==> src/rtl/hamming_link_pkg.sv <==
// Constants and types shared by the Hamming(7,4) link transmitter and receiver.
package hamming_link_pkg;

  localparam logic [7:0] HDR_NORMAL_C = 8'h7E;
  localparam logic [7:0] HDR_FIRST_C  = 8'h6E;

  localparam int unsigned FRAME_BITS   = 64;
  localparam int unsigned PAYLOAD_BITS = 56;
  localparam int unsigned N_CW         = 8;
  localparam int unsigned CW_BITS      = 7;

  typedef enum logic [1:0] {
    HUNT,
    PAYLOAD,
    DECODE
  } rx_state_t;

endpackage

==> src/rtl/hamming_cw_corrector.sv <==
// Single-error-correcting Hamming(7,4) decoder for one codeword {d3,d2,d1,p4,d0,p2,p1}.
module hamming_cw_corrector
  import hamming_link_pkg::*;
(
  input  logic [CW_BITS-1:0] cw,
  output logic [3:0]         data,
  output logic               corrected
);

  logic [2:0]         syn;
  logic [CW_BITS-1:0] flip;
  logic [CW_BITS-1:0] fixed;

  always_comb begin
    syn = {cw[6] ^ cw[5] ^ cw[4] ^ cw[3],
           cw[6] ^ cw[5] ^ cw[2] ^ cw[1],
           cw[6] ^ cw[4] ^ cw[2] ^ cw[0]};
    flip = '0;
    // Syndrome names the 1-based bit position in error.
    if (syn != 3'd0) flip[syn - 3'd1] = 1'b1;
    fixed     = cw ^ flip;
    data      = {fixed[6], fixed[5], fixed[4], fixed[2]};
    corrected = (syn != 3'd0);
  end

endmodule

==> src/rtl/hamming_frame_decoder.sv <==
// Hamming(7,4) frame receiver: header hunt, 56-bit payload capture, parallel
// correction of eight codewords and MSB-first ready/valid serialization.
module hamming_frame_decoder
  import hamming_link_pkg::*;
#(
  parameter logic [7:0] HDR_NORMAL = HDR_NORMAL_C,
  parameter logic [7:0] HDR_FIRST  = HDR_FIRST_C
) (
  input  logic       clk_in,
  input  logic       rst,
  input  logic       data_in,
  input  logic       data_in_valid,
  output logic       data_out,
  output logic       data_out_valid,
  input  logic       data_out_ready,
  output logic       frame_sync,
  output logic       frame_done,
  output logic       first_frame,
  output logic [3:0] corr_count,
  output logic       overflow
);

  rx_state_t               state_q, state_d;
  logic [7:0]              hdr_sr_q;
  logic [7:0]              hdr_shift;
  logic [PAYLOAD_BITS-1:0] pay_q;
  logic [5:0]              cnt_q;
  logic                    first_q;
  logic [31:0]             buf_q;
  logic [5:0]              rem_q;

  logic [31:0]             dec_data;
  logic [N_CW-1:0]         cw_fix;
  logic [3:0]              n_fix;
  logic                    hdr_hit;
  logic                    hs;
  logic                    load;

  for (genvar g = 0; g < N_CW; g++) begin : g_cw
    hamming_cw_corrector u_cw (
      .cw        (pay_q[g*CW_BITS +: CW_BITS]),
      .data      (dec_data[g*4 +: 4]),
      .corrected (cw_fix[g])
    );
  end

  always_comb begin
    n_fix = '0;
    for (int unsigned i = 0; i < N_CW; i++) n_fix = n_fix + {3'b000, cw_fix[i]};
  end

  assign hdr_shift = {hdr_sr_q[6:0], data_in};
  assign hdr_hit   = (state_q == HUNT) && data_in_valid &&
                     ((hdr_shift == HDR_NORMAL) || (hdr_shift == HDR_FIRST));

  always_ff @(posedge clk_in) begin
    if (rst) state_q <= HUNT;
    else     state_q <= state_d;
  end

  always_comb begin
    state_d        = state_q;
    frame_sync     = 1'b0;
    frame_done     = 1'b0;
    first_frame    = 1'b0;
    corr_count     = '0;
    data_out_valid = (rem_q != 6'd0);
    data_out       = buf_q[31];
    hs             = data_out_valid && data_out_ready;
    load           = 1'b0;
    overflow       = 1'b0;
    case (state_q)
      HUNT: begin
        if (hdr_hit) state_d = PAYLOAD;
      end
      PAYLOAD: begin
        frame_sync = 1'b1;
        if (data_in_valid && (cnt_q == 6'(PAYLOAD_BITS - 1))) state_d = DECODE;
      end
      DECODE: begin
        frame_done  = 1'b1;
        first_frame = first_q;
        corr_count  = n_fix;
        // A word draining its final bit this cycle frees the buffer in time.
        load        = (rem_q == 6'd0) || ((rem_q == 6'd1) && hs);
        overflow    = !load;
        state_d     = HUNT;
      end
      default: state_d = HUNT;
    endcase
  end

  always_ff @(posedge clk_in) begin
    if (rst) begin
      hdr_sr_q <= '0;
      pay_q    <= '0;
      cnt_q    <= '0;
      first_q  <= 1'b0;
      buf_q    <= '0;
      rem_q    <= '0;
    end else begin
      case (state_q)
        HUNT: begin
          if (data_in_valid) begin
            if (hdr_hit) begin
              hdr_sr_q <= '0;
              cnt_q    <= '0;
              first_q  <= (hdr_shift == HDR_FIRST);
            end else begin
              hdr_sr_q <= hdr_shift;
            end
          end
        end
        PAYLOAD: begin
          if (data_in_valid) begin
            pay_q <= {pay_q[PAYLOAD_BITS-2:0], data_in};
            cnt_q <= cnt_q + 6'd1;
          end
        end
        DECODE: begin
          // First bit of a back-to-back header arrives here.
          if (data_in_valid) hdr_sr_q <= hdr_shift;
        end
        default: ;
      endcase

      if (load) begin
        buf_q <= dec_data;
        rem_q <= 6'd32;
      end else if (hs) begin
        buf_q <= {buf_q[30:0], 1'b0};
        rem_q <= rem_q - 6'd1;
      end
    end
  end

endmodule
==> config.mk <==
export PLATFORM = sky130hd
export DESIGN_NAME = hamming_frame_decoder
export DESIGN_NICKNAME = d
export VERILOG_FILES = /design/src/rtl/hamming_link_pkg.sv /design/src/rtl/hamming_cw_corrector.sv /design/src/rtl/hamming_frame_decoder.sv
export SDC_FILE = /design/constraint.sdc
export NUM_CORES = 1
export LEC_CHECK = 0
export CAP_MARGIN = 5
export CELL_PAD_IN_SITES_DETAIL_PLACEMENT = 1
export CELL_PAD_IN_SITES_GLOBAL_PLACEMENT = 2
export CORE_MARGIN = 4
export CORE_UTILIZATION = 36
export CTS_BUF_LIST = sky130_fd_sc_hd__clkbuf_8
export DETAILED_ROUTE_END_ITERATION = 16
export MAX_ROUTING_LAYER = met4
export PLACE_DENSITY = 0.88
export SLEW_MARGIN = 20
export SYNTH_ARGS = -nofsm -noshare
export SYNTH_HDL_FRONTEND = slang
export SYNTH_SLANG_ARGS = --single-unit
==> constraint.sdc <==
create_clock -name clk_in -period 3.6 [get_ports clk_in]
set_input_delay 0.36 -clock clk_in [delete_from_list [all_inputs] [get_ports clk_in]]
set_output_delay 0.36 -clock clk_in [all_outputs]
set_load 0.05 [all_outputs]
==> run metrics, run 1 <==
status=finished with violations; failing checks=setup timing; global-route wire length before repair=25400 um; Netlist cell types=54; Avg WL per Cell=15.3 um; share of the synthesized area in the top cell type=0.373; max-cap violations=0; Synth Register Bits=110; Detail Placement HPWL=10600 um; Area contributors post-synth=dfxtp_1, xnor2_1, nand2_1; register area share after synthesis=0.373; initial antenna violation count=0; Worst VDD drop=0.286 mV; Core Area=0.0160 sq mm; clk sinks=110; Design Area, Final=0.00699 sq mm; final hold slack=451 ps; Hold Path Class=in2reg; Synth Instances=725; number of enable flip-flop cells after synthesis=0; vias in the first global route=5318; Reg clk slew, reported paths=100 ps; P_int=1.94 mW; worst slew pin tran=795 ps; most common cell in the netlist=nand2_1; final setup fails=4; worst setup margin=-823 ps; Total Routing Usage GR=0.174; Setup crit end kind=primary output; # DRC=0; Die Wd=136 um; relative slew slack=0.470; Post-DRT Antenna Nets=0; Initial Utilization=0.369; Final Hold Vio Count=0; switch share=0.334; Ys Warns=0; clk_skew=13.0 ps; Placed Instances=952; multi-input logic area=0.00361 sq mm; Die Ht=136 um; Final GP Congestion=0.771; Mapped Nets=756; Top FF cell, synth=dfxtp_1; non-filler cells, final=973; Slew Limit Fails=0; RSZ-0062 raised after global routing=yes; FP Rows=46; CP max FO=3; proportion of layout cells with a drive suffix above 1=0.172; async set-reset flop share out of synthesis=0; CP Class=reg2out; Flop pwr share=0.495; ANT cells=0; P_sw=972 uW; Post-Syn Area=0.00591 sq mm; Initial DRC Count=205; Leakage=2.39 nW; Commonest cells post-synth=nand2_1, dfxtp_1, xnor2_1, a21oi_1, clkbuf_1; I/O Pins=15; CTS Buf Count=9; Root Driver=clkbuf_8; pin count of the biggest net entering global routing=106; register area=0.00221 sq mm; routed vias/inst=5.18; leading area contributor after synthesis=dfxtp_1; final net count=783; Vias=5038; CP startpoint kind=flop; final core occ=0.437; Pre-antenna DRT Iters=5; combinational share of power=0.252; FILL cells=1922; die area=0.0185 sq mm; gr ovfl total=0; mean post-synth cell area=8.15 sq um; fin crit period=4420 ps; pwr dens=416 mW/mm^2; CTS max path bufs=2; Overall Power=2.91 mW; drt total wl=14900 um; area delta synth->final=18.2%; Critical Path AT=4060 ps; TritonCTS clock tree=built; Clk network pwr share=0.253; IO Port Bufs=14; Peak Freq=226 MHz; Max H-tree Level=3; Worst-Skew Late Latency=390 ps; Worst Path Required=3240 ps; Post-DP Area=0.00668 sq mm; Tcrit/Tclk final=1.23
flip-flops by register name, indices dropped and copies added, names as in the netlist:
signal,cells
state_q,2
cnt_q,6
rem_q,6
first_q,1
pay_q,56
hdr_sr_q,7
buf_q,32
worst paths after layout:
path / cells past startpoint / end / start / slack, ps
hold reg to reg: 2 / buf_q[27] / buf_q[27] / 460
setup / recovery: 16 / corr_count[2] / pay_q[27] / -820
hold / removal: 2 / hdr_sr_q[4] / rst / 450
setup reg to reg: 7 / buf_q[12] / state_q[0] / 1010
worst max-delay path: stages (launching register included):
cell and delay, ps:
dfxtp_4 380, xnor2_4 220, xnor2_2 110, ha_2 190
and2_4 140, fa_1 560, inv_2 40, fa_1 490
inv_2 40, fa_1 460, inv_2 80, ha_4 130
inv_2 40, fa_2 340, xor2_2 170, nor2_4 130
buf_12 150
cells in the final DEF (no fill, tap or decap), drive strengths merged, types with 2 or more instances in the layout:
cell type      instances
buf                   66
clkdlybuf4s50          9
a222oi                 3
xor2                  17
inv                   14
nand2b                 8
dfxtp                110
o22ai                 15
a21oi                 68
or3                    8
nand3                 13
clkbuf                12
a31oi                  2
nor2b                  3
o21ai                  5
nor4b                  7
mux2i                 10
xnor2                 81
fa                     4
a22oi                  7
and2                   6
clkinv                 3
nand2                141
a221oi                 3
nor4bb                 2
ha                    22
nor3                  18
a31o                   2
a211oi                18
a211o                  2
and3                   4
nor2                  45
nand3b                 4
nor4                  11
o32ai                  2
stage by stage:
| step | setup TNS, ps | worst slack (ps) |
|---|---|---|
| floorplan | -764 | -384 |
| global placement | -1010 | -404 |
| detailed placement | -1350 | -500 |
| CTS | -2770 | -826 |
| global route | -3360 | -976 |
| finish | -2770 | -823 |
area by class of cell:
type | count | share of cell area
well taps | 216 | 0.0387
multi-input cells | 542 | 0.517
clock buffers | 12 | 0.0236
flip-flops and latches | 110 | 0.317
clock inverters | 4 | 0.00430
repair buffers | 75 | 0.0918
inverters | 14 | 0.00752
timing repair:
action / 4_1_cts / 5_1_grt
hold buffers: 0 / 0
endpoints found under the setup margin: 4 / 4
gates cloned: 0 / 0
pin swaps: 5 / 2
setup buffers: 6 / 0
resized for setup: 20 / 3
power by group through the flow:
stage,Combinational (mW),Sequential [mW],Clock [mW]
6_report,0.733,1.44,0.738
4_1_cts,0.738,1.44,0.766
3_3_place_gp,0.701,1.46,0
5_1_grt,0.807,1.46,0.814
3_5_place_dp,0.734,1.47,0
2_1_floorplan,0.561,1.44,0
cells by family after synthesis:
group | count (synthesis) | share of synthesized area
and+or+nand+nor | 277 | 0.218
buffers and inverters | 73 | 0.0510
xor gates and xnor gates | 98 | 0.145
adders and majority gates | 26 | 0.0601
AOI/OAI and AO/OA | 131 | 0.136
muxes | 10 | 0.0169
DFF | 110 | 0.373
routing by layer:
layer	vias to the layer above	wire (um)	part of all wire	global-route usage
li1	2506	-	-	-
met4	0	152	0.010	0.0426
met2	42	7780	0.52	0.312
met5	-	0	0	-
met3	13	329	0.022	0.0307
met1	2477	6630	0.45	0.202
No activity file was read; power rests on OpenSTA's default activity.
==> inputs of run 2 (changes only) <==
--- a/config.mk
+++ b/config.mk
@@ -14,7 +14,6 @@
 export DETAILED_ROUTE_END_ITERATION = 16
 export MAX_ROUTING_LAYER = met4
 export PLACE_DENSITY = 0.88
-export SLEW_MARGIN = 20
 export SYNTH_ARGS = -nofsm -noshare
 export SYNTH_HDL_FRONTEND = slang
 export SYNTH_SLANG_ARGS = --single-unit
==> constraint.sdc (replaced) <==
create_clock -name clk_in -period 3.6 [get_ports clk_in]
set_input_delay 0.36 -clock clk_in [delete_from_list [all_inputs] [get_ports clk_in]]
set_output_delay 0.36 -clock clk_in [all_outputs]
set_load 0.1 [all_outputs]
==> run 2 against run 1 <==
The flow still finishes with violations (setup timing); setup slack worse by 11 ps; first-iteration DRC count up 27%; utilization up 0.26 points; non-clock buffer count up 2; critical endpoint is now corr_count[1]; largest cell class unchanged.
==> run metrics, run 2 (synthesis gave the netlist of run 1 again) <==
GR Util met2=0.346 (+0.0344); CP max FO=2 (-1); FP Rows=46 (unchanged); Detail Placement HPWL=10900 um (+3.4%); GR peak layer=met2; gr ovfl total=0 (unchanged); Vias=5105 (+1.3%); drt total wl=15700 um (+5.1%); Worst Path Required=3240 ps (about the same); CP Class=reg2out; Hold Path Depth=2 (unchanged); pwr dens=436 mW/mm^2 (+4.7%); Avg WL per Cell=16.1 um (+5.0%); status=finished with violations; I/O Pins=15 (unchanged); relative slew slack=0.225 (-0.245); Critical Path AT=4070 ps (about the same); Overall Power=3.07 mW (+5.3%); number of flip-flops in the largest register=56 (unchanged); global-route wire length before repair=26700 um (+5.0%); pin count of the biggest net entering global routing=106 (unchanged); FILL cells=1962 (+2.1%); non-filler cells, final=974 (+0.10%); most frequent cells in the layout=nand2_1, dfxtp_1, xnor2_1, a21oi_1, buf_4; initial antenna violation count=0 (unchanged); worst reg-to-reg path cell count=7 (unchanged); Pre-antenna DRT Iters=4 (-1); fin crit period=4430 ps (+10.8 ps); Design Area, Final=0.00703 sq mm (+0.59%); failing checks=setup timing; worst setup margin=-834 ps (-10.8 ps); routed vias/inst=5.24 (+1.2%); Reg clk slew, reported paths=100 ps (about the same); Max H-tree Level=3 (unchanged); max-cap violations=0 (unchanged); Placed Instances=955 (+0.32%); Die Ht=136 um (unchanged); Hold Path Class=reg2reg; final hold slack=464 ps (+13.0 ps); met3 GRT Util=0.0396 (+0.00888); Setup crit end kind=primary output; Worst VDD drop=0.469 mV (+64%); Final GP Congestion=0.797 (+3.3%); clk sinks=110 (unchanged); area delta synth->final=18.9%; Peak Freq=226 MHz (-0.24%); clk_skew=10.0 ps (-3.00 ps); Die Wd=136 um (unchanged); met1 global-route usage=0.196 (-0.00540); CP startpoint kind=flop; top flop regs=pay_q (56), buf_q (32), hdr_sr_q (7); Worst-Skew Late Latency=390 ps (about the same); Post-DRT Antenna Nets=0 (unchanged); Tcrit/Tclk final=1.23 (+0.00299); final setup fails=4 (unchanged); IO Port Bufs=14 (unchanged); die area=0.0185 sq mm (unchanged); Initial DRC Count=260 (+27%); final net count=785 (+0.26%); Post-DP Area=0.00671 sq mm (+0.43%); Slew Limit Fails=0 (unchanged); vias in the first global route=5578 (+4.9%); proportion of layout cells with a drive suffix above 1=0.181 (+0.00901); CTS max path bufs=2 (unchanged); Final Hold Vio Count=0 (unchanged); Root Driver=clkbuf_8; worst slew pin tran=1160 ps (+363 ps); Initial Utilization=0.369 (unchanged); Biggest register=pay_q; # DRC=0 (unchanged); Total Routing Usage GR=0.184 (+0.0102); TritonCTS clock tree=built; Core Area=0.0160 sq mm (unchanged); ANT cells=0 (unchanged); CTS Buf Count=9 (unchanged); RSZ-0062 raised after global routing=yes; Leakage=2.42 nW (+1.3%); most common cell after layout, fill and taps aside=nand2_1
-- run 2: changes by cell type in the layout (fill, tap and decap cells not counted), moves of 3 or more --
cell	before	now
buf_4	59	65
dfxtp_1	104	100
dfxtp_2	4	8
clkdlybuf4s50_1	9	6
-- run 2: area by class of cell --
type | instances | area, sq um | area share
clock inverters | 5 | 82.6 | 0.0117
multi-input cells | 542 | 3620 | 0.515
inverters | 14 | 52.6 | 0.00747
well taps | 216 | 270 | 0.0384
clock buffers | 10 | 138 | 0.0196
flip-flops and latches | 110 | 2220 | 0.316
repair buffers | 77 | 651 | 0.0925
-- run 2: worst paths after layout --
path / start / end / slack [ps]
min reg2reg: buf_q[24] / buf_q[24] / 460
min: buf_q[24] / buf_q[24] / 460
max reg2reg: rem_q[2] / buf_q[29] / 900
max: pay_q[23] / corr_count[1] / -830
-- run 2: metrics by stage --
stage                      util  setup TNS (ps)  worst slack, ps
final                     0.439           -2730             -834
after global routing      0.439           -3330             -997
after floorplan               -           -1300             -593
after global placement    0.419           -1040             -439
after CTS                 0.438           -2700             -849
after detailed placement  0.419           -1330             -538
-- run 2: where the power goes --
group          total (mW)  switching [mW]  internal, mW
clock               0.852           0.442         0.410
combinational       0.771           0.499         0.272
sequential           1.44          0.0931          1.35
-- run 2: per-layer routing --
layer  vias to the layer above  routed length, um
met5                         -                  0
li1                       2511                  -
met2                        56               8290
met1                      2521               6600
met4                         0                227
met3                        17                527
-- run 2: worst max-delay path, cell delays in order (launching register included) --
cell     delay, ps
dfxtp_4        380
xnor2_4        220
xnor2_2         90
ha_2           190
and2_4         140
fa_1           520
inv_1           50
fa_1           470
inv_1           50
fa_1           500
inv_2           50
ha_4           160
inv_2           50
fa_2           440
nor2_4         170
buf_12         200
-- run 2: repair_timing --
item	CTS	global route
buffers inserted	3	1
endpoints found under the setup margin	4	4
pin swaps	6	2
gates resized for setup	19	4
hold buffers	0	0
gates cloned	0	0
hold endpoints to repair	0	0
==> inputs of run 3 (changes only) <==
--- a/config.mk
+++ b/config.mk
@@ -12,6 +12,7 @@
 export CORE_UTILIZATION = 36
 export CTS_BUF_LIST = sky130_fd_sc_hd__clkbuf_8
 export DETAILED_ROUTE_END_ITERATION = 16
+export GPL_ROUTABILITY_DRIVEN = 0
 export MAX_ROUTING_LAYER = met4
 export PLACE_DENSITY = 0.88
 export SYNTH_ARGS = -nofsm -noshare
==> results of run 3 <==
The final DEF is identical to that of run 2; final timing and power are the same.
